**config.mk**
```make
export PLATFORM = sky130hd
export DESIGN_NAME = irq_controller
export DESIGN_NICKNAME = d
export VERILOG_FILES = /design/src/rtl/irq_controller.sv
export SDC_FILE = /design/constraint.sdc
export NUM_CORES = 1
export LEC_CHECK = 0
export BUFFER_PORTS_ARGS = -buffer_cell sky130_fd_sc_hd__buf_2
export CAP_MARGIN = 20
export CORE_MARGIN = 1.5
export CORE_UTILIZATION = 43
export CTS_CLUSTER_DIAMETER = 40
export DETAILED_ROUTE_END_ITERATION = 6
export PLACE_DENSITY = 0.95
export SETUP_SLACK_MARGIN = 0.4
export SYNTH_ARGS = -nofsm -noshare
export SYNTH_HDL_FRONTEND = slang
export SYNTH_SLANG_ARGS = --single-unit
export TNS_END_PERCENT = 20
```
**constraint.sdc**
```tcl
create_clock -name clk -period 3.7 [get_ports clk]
set_input_delay 0.37 -clock clk [delete_from_list [all_inputs] [get_ports clk]]
set_output_delay 0.37 -clock clk [all_outputs]
set_load 0.005 [all_outputs]
```
**src/rtl/irq_controller.sv**
```systemverilog
// ---------------------------------------------------------------------------
// irq_controller
//
// Memory-mapped interrupt controller between peripheral interrupt sources
// and the CPU IRQ input. Rising edges on src are captured into PEND, then
// filtered by MASK and the global enable. The lowest-index active source wins.
// irq is raised only while the CPU is in user mode (kernel=0). The request /
// kernel entry / service / return sequence is tracked from the kernel-mode
// bit (PC[31]).
//
// Register map (word aligned, addr[1:0] ignored):
//   BASE+0x0 PEND  : read-only, write-1-to-clear
//   BASE+0x4 MASK  : read/write, bits [NSRC-1:0], 1 = enabled
//   BASE+0x8 CTRL  : read/write, bit0 = EN
//   BASE+0xC CAUSE : read-only, bit31 = valid, bits [2:0] = source index
//
// Ports:
//   clk     in   system clock
//   reset   in   asynchronous active-low reset
//   rd, wr  in   bus strobes, already qualified by addr[30]
//   addr    in   32-bit byte address
//   wdata   in   32-bit write data
//   rdata   out  32-bit read data, combinational, 0 unless rd hits a register
//   src     in   NSRC level interrupt requests
//   kernel  in   CPU kernel-mode flag (PC[31])
//   irq     out  registered interrupt request to the CPU
//   busy    out  high while a request is pending entry or being serviced
//
// Optional build macro IRQC_SYNC_EN: src passes through a two-flop
// synchronizer before edge detection. This adds 2 clk to the edge-to-PEND
// latency.
// ---------------------------------------------------------------------------
module irq_controller #(
    parameter int unsigned NSRC = 4,
    parameter logic [31:0] BASE = 32'h40000030
) (
    input  logic            clk,
    input  logic            reset,
    input  logic            rd,
    input  logic            wr,
    input  logic [31:0]     addr,
    input  logic [31:0]     wdata,
    output logic [31:0]     rdata,
    input  logic [NSRC-1:0] src,
    input  logic            kernel,
    output logic            irq,
    output logic            busy
);

    typedef enum logic [1:0] {ST_IDLE, ST_REQ, ST_SERVICE} state_t;

    localparam logic [29:0] BASE_W = BASE[31:2];

    // Address decode on word address
    logic [29:0] word_addr;
    logic        sel_pend, sel_mask, sel_ctrl, sel_cause;

    assign word_addr = addr[31:2];
    assign sel_pend  = (word_addr == BASE_W);
    assign sel_mask  = (word_addr == BASE_W + 30'd1);
    assign sel_ctrl  = (word_addr == BASE_W + 30'd2);
    assign sel_cause = (word_addr == BASE_W + 30'd3);

    // Byte-lane bits and unused write-data bits carry no meaning here
    logic unused_bits;
    assign unused_bits = ^{addr[1:0], wdata};

    // Source path feeding the edge detector
    logic [NSRC-1:0] src_s;
`ifdef IRQC_SYNC_EN
    logic [NSRC-1:0] sync1_q, sync2_q;

    always_ff @(posedge clk or negedge reset) begin
        if (!reset) begin
            sync1_q <= '0;
            sync2_q <= '0;
        end else begin
            sync1_q <= src;
            sync2_q <= sync1_q;
        end
    end

    assign src_s = sync2_q;
`else
    assign src_s = src;
`endif

    // State
    logic [NSRC-1:0] src_prev_q;
    logic [NSRC-1:0] pend_q, pend_d;
    logic [NSRC-1:0] mask_q, mask_d;
    logic            en_q, en_d;
    logic            cause_valid_q, cause_valid_d;
    logic [2:0]      cause_idx_q, cause_idx_d;
    state_t          state_q, state_d;
    logic            irq_q, irq_d;
    logic            kernel_q;

    logic [NSRC-1:0] rise, clr, act;
    logic [2:0]      winner;
    logic            kernel_fall;

    // NOTE: sequential state uses non-blocking assignments so every flop
    // samples pre-edge values, independent of statement order.
    always_ff @(posedge clk or negedge reset) begin
        if (!reset) begin
            src_prev_q    <= '0;
            pend_q        <= '0;
            mask_q        <= '0;
            en_q          <= 1'b0;
            cause_valid_q <= 1'b0;
            cause_idx_q   <= '0;
            state_q       <= ST_IDLE;
            irq_q         <= 1'b0;
            kernel_q      <= 1'b0;
        end else begin
            src_prev_q    <= src_s;
            pend_q        <= pend_d;
            mask_q        <= mask_d;
            en_q          <= en_d;
            cause_valid_q <= cause_valid_d;
            cause_idx_q   <= cause_idx_d;
            state_q       <= state_d;
            irq_q         <= irq_d;
            kernel_q      <= kernel;
        end
    end

    // Register file next-state. A new edge beats a simultaneous W1C.
    assign rise   = src_s & ~src_prev_q;
    assign clr    = (wr && sel_pend) ? wdata[NSRC-1:0] : '0;
    assign pend_d = (pend_q & ~clr) | rise;
    assign mask_d = (wr && sel_mask) ? wdata[NSRC-1:0] : mask_q;
    assign en_d   = (wr && sel_ctrl) ? wdata[0] : en_q;

    assign act         = pend_q & mask_q & {NSRC{en_q}};
    assign kernel_fall = kernel_q & ~kernel;

    // Priority encoder. Descending scan leaves the lowest active index.
    always_comb begin
        winner = '0;
        for (int i = NSRC - 1; i >= 0; i--) begin
            if (act[i]) winner = 3'(i);
        end
    end

    // NOTE: every signal driven here gets a default first. This prevents
    // latch inference on paths that do not assign it.
    always_comb begin
        state_d       = state_q;
        irq_d         = 1'b0;
        cause_valid_d = cause_valid_q;
        cause_idx_d   = cause_idx_q;

        unique case (state_q)
            ST_IDLE: begin
                // Requests wait while the CPU is already in kernel mode
                if (act != '0 && !kernel) begin
                    cause_valid_d = 1'b1;
                    cause_idx_d   = winner;
                    irq_d         = 1'b1;
                    state_d       = ST_REQ;
                end
            end
            ST_REQ: begin
                if (kernel) begin
                    state_d = ST_SERVICE;
                end else if (act == '0) begin
                    // Software removed the source before the CPU took it
                    cause_valid_d = 1'b0;
                    state_d       = ST_IDLE;
                end else begin
                    irq_d = 1'b1;
                end
            end
            ST_SERVICE: begin
                if (kernel_fall) begin
                    cause_valid_d = 1'b0;
                    state_d       = ST_IDLE;
                end
            end
            default: state_d = ST_IDLE;
        endcase
    end

    assign irq  = irq_q;
    assign busy = (state_q == ST_REQ) || (state_q == ST_SERVICE);

    // Read mux
    always_comb begin
        rdata = '0;
        if (rd) begin
            if (sel_pend)       rdata = 32'(pend_q);
            else if (sel_mask)  rdata = 32'(mask_q);
            else if (sel_ctrl)  rdata = {31'd0, en_q};
            else if (sel_cause) rdata = {cause_valid_q, 28'd0, cause_idx_q};
        end
    end

endmodule

```
* Word level (Yosys, flattened, before mapping)
Cells that the tools add are included.
Widths: inputs -> output; s select.
** Storage, ports and cells
- Input port bits :: 73
- Bits in registers :: 21
- Output and inout bits :: 34
** Cells by class
- Bitwise gates (word level) :: 9
- Muxes and demuxes :: 24
- Equal/unequal tests :: 11
- Reduce and logical (&&, ||, !) cells :: 13
** Operator list (number)
- $mux 32 :: 5
- $eq 30x29->1 const B :: 4
- $and 4x4->4 :: 4
- $mux 2 :: 5
- $mux 3 :: 3
- $ne 2x2->1 const B :: 4
- $not 4->4 :: 2
- $mux 1 :: 7
- $pmux 2 s3 :: 1
- $reduce_and 5->1 :: 1
- $logic_and 1x1->1 :: 4
- $logic_not 4->1 :: 1
- $mux 4 :: 1
- $or 4x4->4 :: 1
- $reduce_bool 4->1 :: 1
- $ne 3x3->1 const B :: 1
- $pmux 1 s3 :: 1
- $reduce_and 3->1 :: 1
- $reduce_bool 3->1 :: 1
- $eq 2x1->1 const B :: 1
- $eq 2x2->1 const B :: 1
- $logic_not 2->1 :: 1
- $pmux 1 s2 :: 1
- $reduce_and 2->1 :: 1
- other kinds (4) :: 4

* Logic depth before layout (Yosys ltp)
- Depth after elaboration :: 6
- Gate-level depth with buffers :: 7
- Gate-level depth less buffers :: 6

* Worst setup path before layout
OpenSTA, ideal clock, no wires.
- Path type :: in2out
- Start :: input port addr[22]
- End :: output port rdata[2]
- Path slack :: 1.682 ns
- Buffers on the path :: 0
- Cell stages on the path :: 4
- Arrival :: 1.648 ns
- Cells stage by stage :: nor4_2 nand4_2 or4_4 nor3_2
** On the way
- Word-level cells in the longest chain between the ends :: 6
- Elaborated cells between the ends (all ways) :: 9
- Classes of those cells :: 4 x eq/ne; 5 x mux
** Ends and longest elaborated chain
- start: declaration :: RTL line 41 : input logic [31:0] addr,
- $eq 30x29->1 :: RTL line 62 : assign sel_cause = (word_addr == BASE_W + 30'd3);
- $mux 32 :: RTL line 196 : else if (sel_cause) rdata = {cause_valid_q, 28'd0, cause_idx_q};
- $mux 32 :: RTL line 195 : else if (sel_ctrl) rdata = {31'd0, en_q};
- $mux 32 :: RTL line 194 : else if (sel_mask) rdata = 32'(mask_q);
- $mux 32 * :: RTL line 193 : if (sel_pend) rdata = 32'(pend_q);
- $mux 32 * :: RTL line 192 : if (rd) begin
- end: declaration :: RTL line 43 : output logic [31:0] rdata,
Mark *: on every way between the ends. The rest lies on a longest branch, timed or not.

* Final worst setup path
- Start :: input port addr[21]
- End :: output port rdata[2]
Same word-level chain as after synthesis.

==> results.md <==
* DR WL/cell at 12.6 um
* Area share of the leading cell type in the synthesized netlist at 0.357
* Num rows at 20
* DRC viols at 0
* Vert. Die Dim at 60.1 um
* Hold Slack at -0.00562 ns
* Clk root buf: clkbuf_4
* Final setup vio count at 0
* Share of cells above drive strength 1 at 0.365
* #FFs+latches synth at 20
* Crit path launch type: input port
* CORE AREA at 0.00308 sq mm
* Distinct cells, synth at 40
* Routed vias/inst at 4.87
* Status: finished, violations left
* Mapped Cells at 141
* Hold Buf Count CTS at 0
* Largest net degree at the start of global routing at 21
* Final Power at 403 uW
* Worst-path cell chain: buf_2, nor4_2, nand4_2, or4_4, nor3_2, buf_2
* Worst-Skew Late Latency at 0.30 ns
* Yosys warns at 0
* Total CTS buffers at 3
* 1st-iter DRT viols at 66
* Dominant cells by area after synthesis: dfrtp_1 (36%), buf_4 (14%), mux2_2 (5.6%)
* Initial antenna violation count at 0
* Worst Tran Pin Value at 0.508 ns
* Detailed-route via count at 1135
* Leakage power at 0.808 nW
* Post-cts sizing count at 0
* P&R area growth vs syn at 14.7%
* Io pins at 107
* # port buffers at 49
* Crit Path Max Fanout at 7
* Vias in the first global route at 1072
* Setup Fix Bufs, Post-CTS at 0
* Worst-path clk slew at 0.11 ns
* Critical path's largest stage delay at 0.64 ns
* Setup TNS at 0 ns
* Buf/Inv on CP at 2
* Pwr dens at 250 mW/mm^2
* Placer Congestion at 0.830
* WP data arrival at 2.01 ns
* Data required, critical path at 3.33 ns
* Slew headroom at 0.658
* First-pass GRT wire length at 4330 um
* Avg Cell Area, Syn at 9.96 sq um
* Initial core utilization at 0.456
* Nets@finish at 268
* CTS Sinks at 20
* Fin crit share at 0.644
* Post-synthesis sequential area ratio at 0.357
* Number of diodes at 0
* Fin. max-slew vios at 0
* RSZ-0062 raised after global routing: no
* Worst hold path type: input port to async pin
* Maxcap violations at 0
* Hold Fails Final Rpt at 10
* Drt first pass iters at 4
* Htree depth at 1
* Main synth FF type: dfrtp_1
* Fmax at 420 MHz
* CTS tree: done
* Post-synth EDFFs at 0
* Critical path class: input port to output pin
* Worst path top cell family by delay: simple AND/OR/NAND/NOR gates
* Worst setup EP type: output pin
* Die width at 60.1 um
* CP max-delay cell: or4_4
* Yosys top cell by area: dfrtp_1
* Total length of routed wires at 2930 um
* CTS Buffer Depth at 2
* Failing checks: hold timing
* Die ar. at 0.00362 sq mm
* Clock Skew at 0.00817 ns
* GRT overflow at 0
* GR Util All Layers at 0.159
* Max rail drop VDD at 149 uV
* Min Clock Period, post-route at 2.38 ns
* Netlist Area Pre-Place at 0.00140 sq mm
* Cell mode on critical path: buf_2
* DPL Wire Length at 2400 um
* FFs w/ async S/R, synth at 1.00
* Post-route ant nets at 0
metal layers:
| layer | routed length [um] | share of wire | vias to the layer above | global-route usage |
|---|---|---|---|---|
| met5 | 0 | 0 | - | 0 |
| met4 | 44 | 0.015 | 0 | 0.0730 |
| li1 | - | - | 546 | - |
| met1 | 1150 | 0.39 | 519 | 0.193 |
| met2 | 1530 | 0.52 | 64 | 0.280 |
| met3 | 209 | 0.071 | 6 | 0.0195 |
state kept, by name, summed over array words and instances (netlist names):
| signal | flops |
|---|---|
| cause_idx_q | 2 |
| en_q | 1 |
| irq | 1 |
| kernel_q | 1 |
| mask_q | 4 |
| pend_q | 4 |
| state_q | 2 |
| src_prev_q | 4 |
| cause_valid_q | 1 |
kinds of logic (layout without fill, tap and decap cells):
family,after synthesis,after routing,share of synthesized area
buffers and inverters,44,66,0.190
and+or+nand+nor,36,36,0.197
AOI/OAI and AO/OA,25,25,0.125
DFF,20,20,0.357
muxes,11,11,0.0936
adders and majority gates,4,4,0.0357
other,1,27,0.00267
per-stage QoR:
| step | instance area, sq um | utilization | worst slack (ns) | instances |
|---|---|---|---|---|
| 4_1_cts | 1610 | 0.523 | 1.31 | 233 |
| 3_3_place_gp | 1590 | 0.516 | 1.33 | 230 |
| 6_report | 1610 | 0.523 | 1.32 | 233 |
| 5_1_grt | 1610 | 0.523 | 1.20 | 233 |
| 2_1_floorplan | 1500 | - | 1.68 | 167 |
| 3_5_place_dp | 1590 | 0.516 | 1.32 | 230 |
Yosys cell counts, types with 3 or more instances:
cell      count
o21ai_0       5
dfrtp_1      20
nand2_1       5
clkbuf_1      3
mux2i_1       3
o31ai_1       5
nor4_1        3
buf_4        27
inv_1        14
ha_1          4
mux2_2        7
nor2_1        8
cells in the final DEF, fill, tap and decap left out, types with 2 or more instances in the layout:
master	n
nand3b_1	2
nand2_1	5
nor4_1	3
a21oi_1	2
clkbuf_4	3
nor2b_1	2
buf_2	49
a22o_1	2
conb_1	27
o21ai_0	5
mux2i_1	3
dfrtp_1	20
a31oi_1	2
inv_1	14
nor4_4	2
nor2_1	8
ha_1	4
mux2_2	7
nand3_1	2
nor4_2	2
nor3_2	2
o31ai_1	5
worst reg2reg max path, delay by kind of cell, from the launching register on:
kind	cells	cell delay (ns)
AO/OA/AOI/OAI	1	0.33
adder cells (fa/ha/maj)	1	0.31
buffers and inverters	1	0.10
flip-flops	1	0.39
multiplexers	1	0.21
AND/OR/NAND/NOR	1	0.55
final cells by class:
type / instances / area [sq um]
fill: 296 / 1470
multi-input combinational: 103 / 734
sequential: 20 / 500
timing repair buffer: 49 / 245
tap: 44 / 55.1
inverter: 14 / 52.6
clock buffer: 3 / 22.5
where the power goes:
part,switching (mW),total (mW),internal [mW]
sequential,0.00281,0.228,0.225
clock,0.0653,0.103,0.0379
combinational,0.0406,0.0718,0.0312
total,0.109,0.403,0.294
path summary, 6_finish.rpt:
path,start,end,slack [ns],cells after the start
worst max-delay path,addr[21],rdata[2],1.32,6
max in group asynchronous,reset,en_q$_DFFE_PN0P_,3.39,1
min in group clk,src[1],src_prev_q[1]$_DFF_PN0_,0.18,1
worst min-delay path,reset,src_prev_q[2]$_DFF_PN0_,-0.006,1
worst max register to register,state_q[0]$_DFFE_PN0P_,cause_valid_q$_DFFE_PN0P_,1.74,5
worst min register to register,src_prev_q[0]$_DFF_PN0_,pend_q[0]$_DFF_PN0_,0.43,1
(Power assumes the default switching activity.)
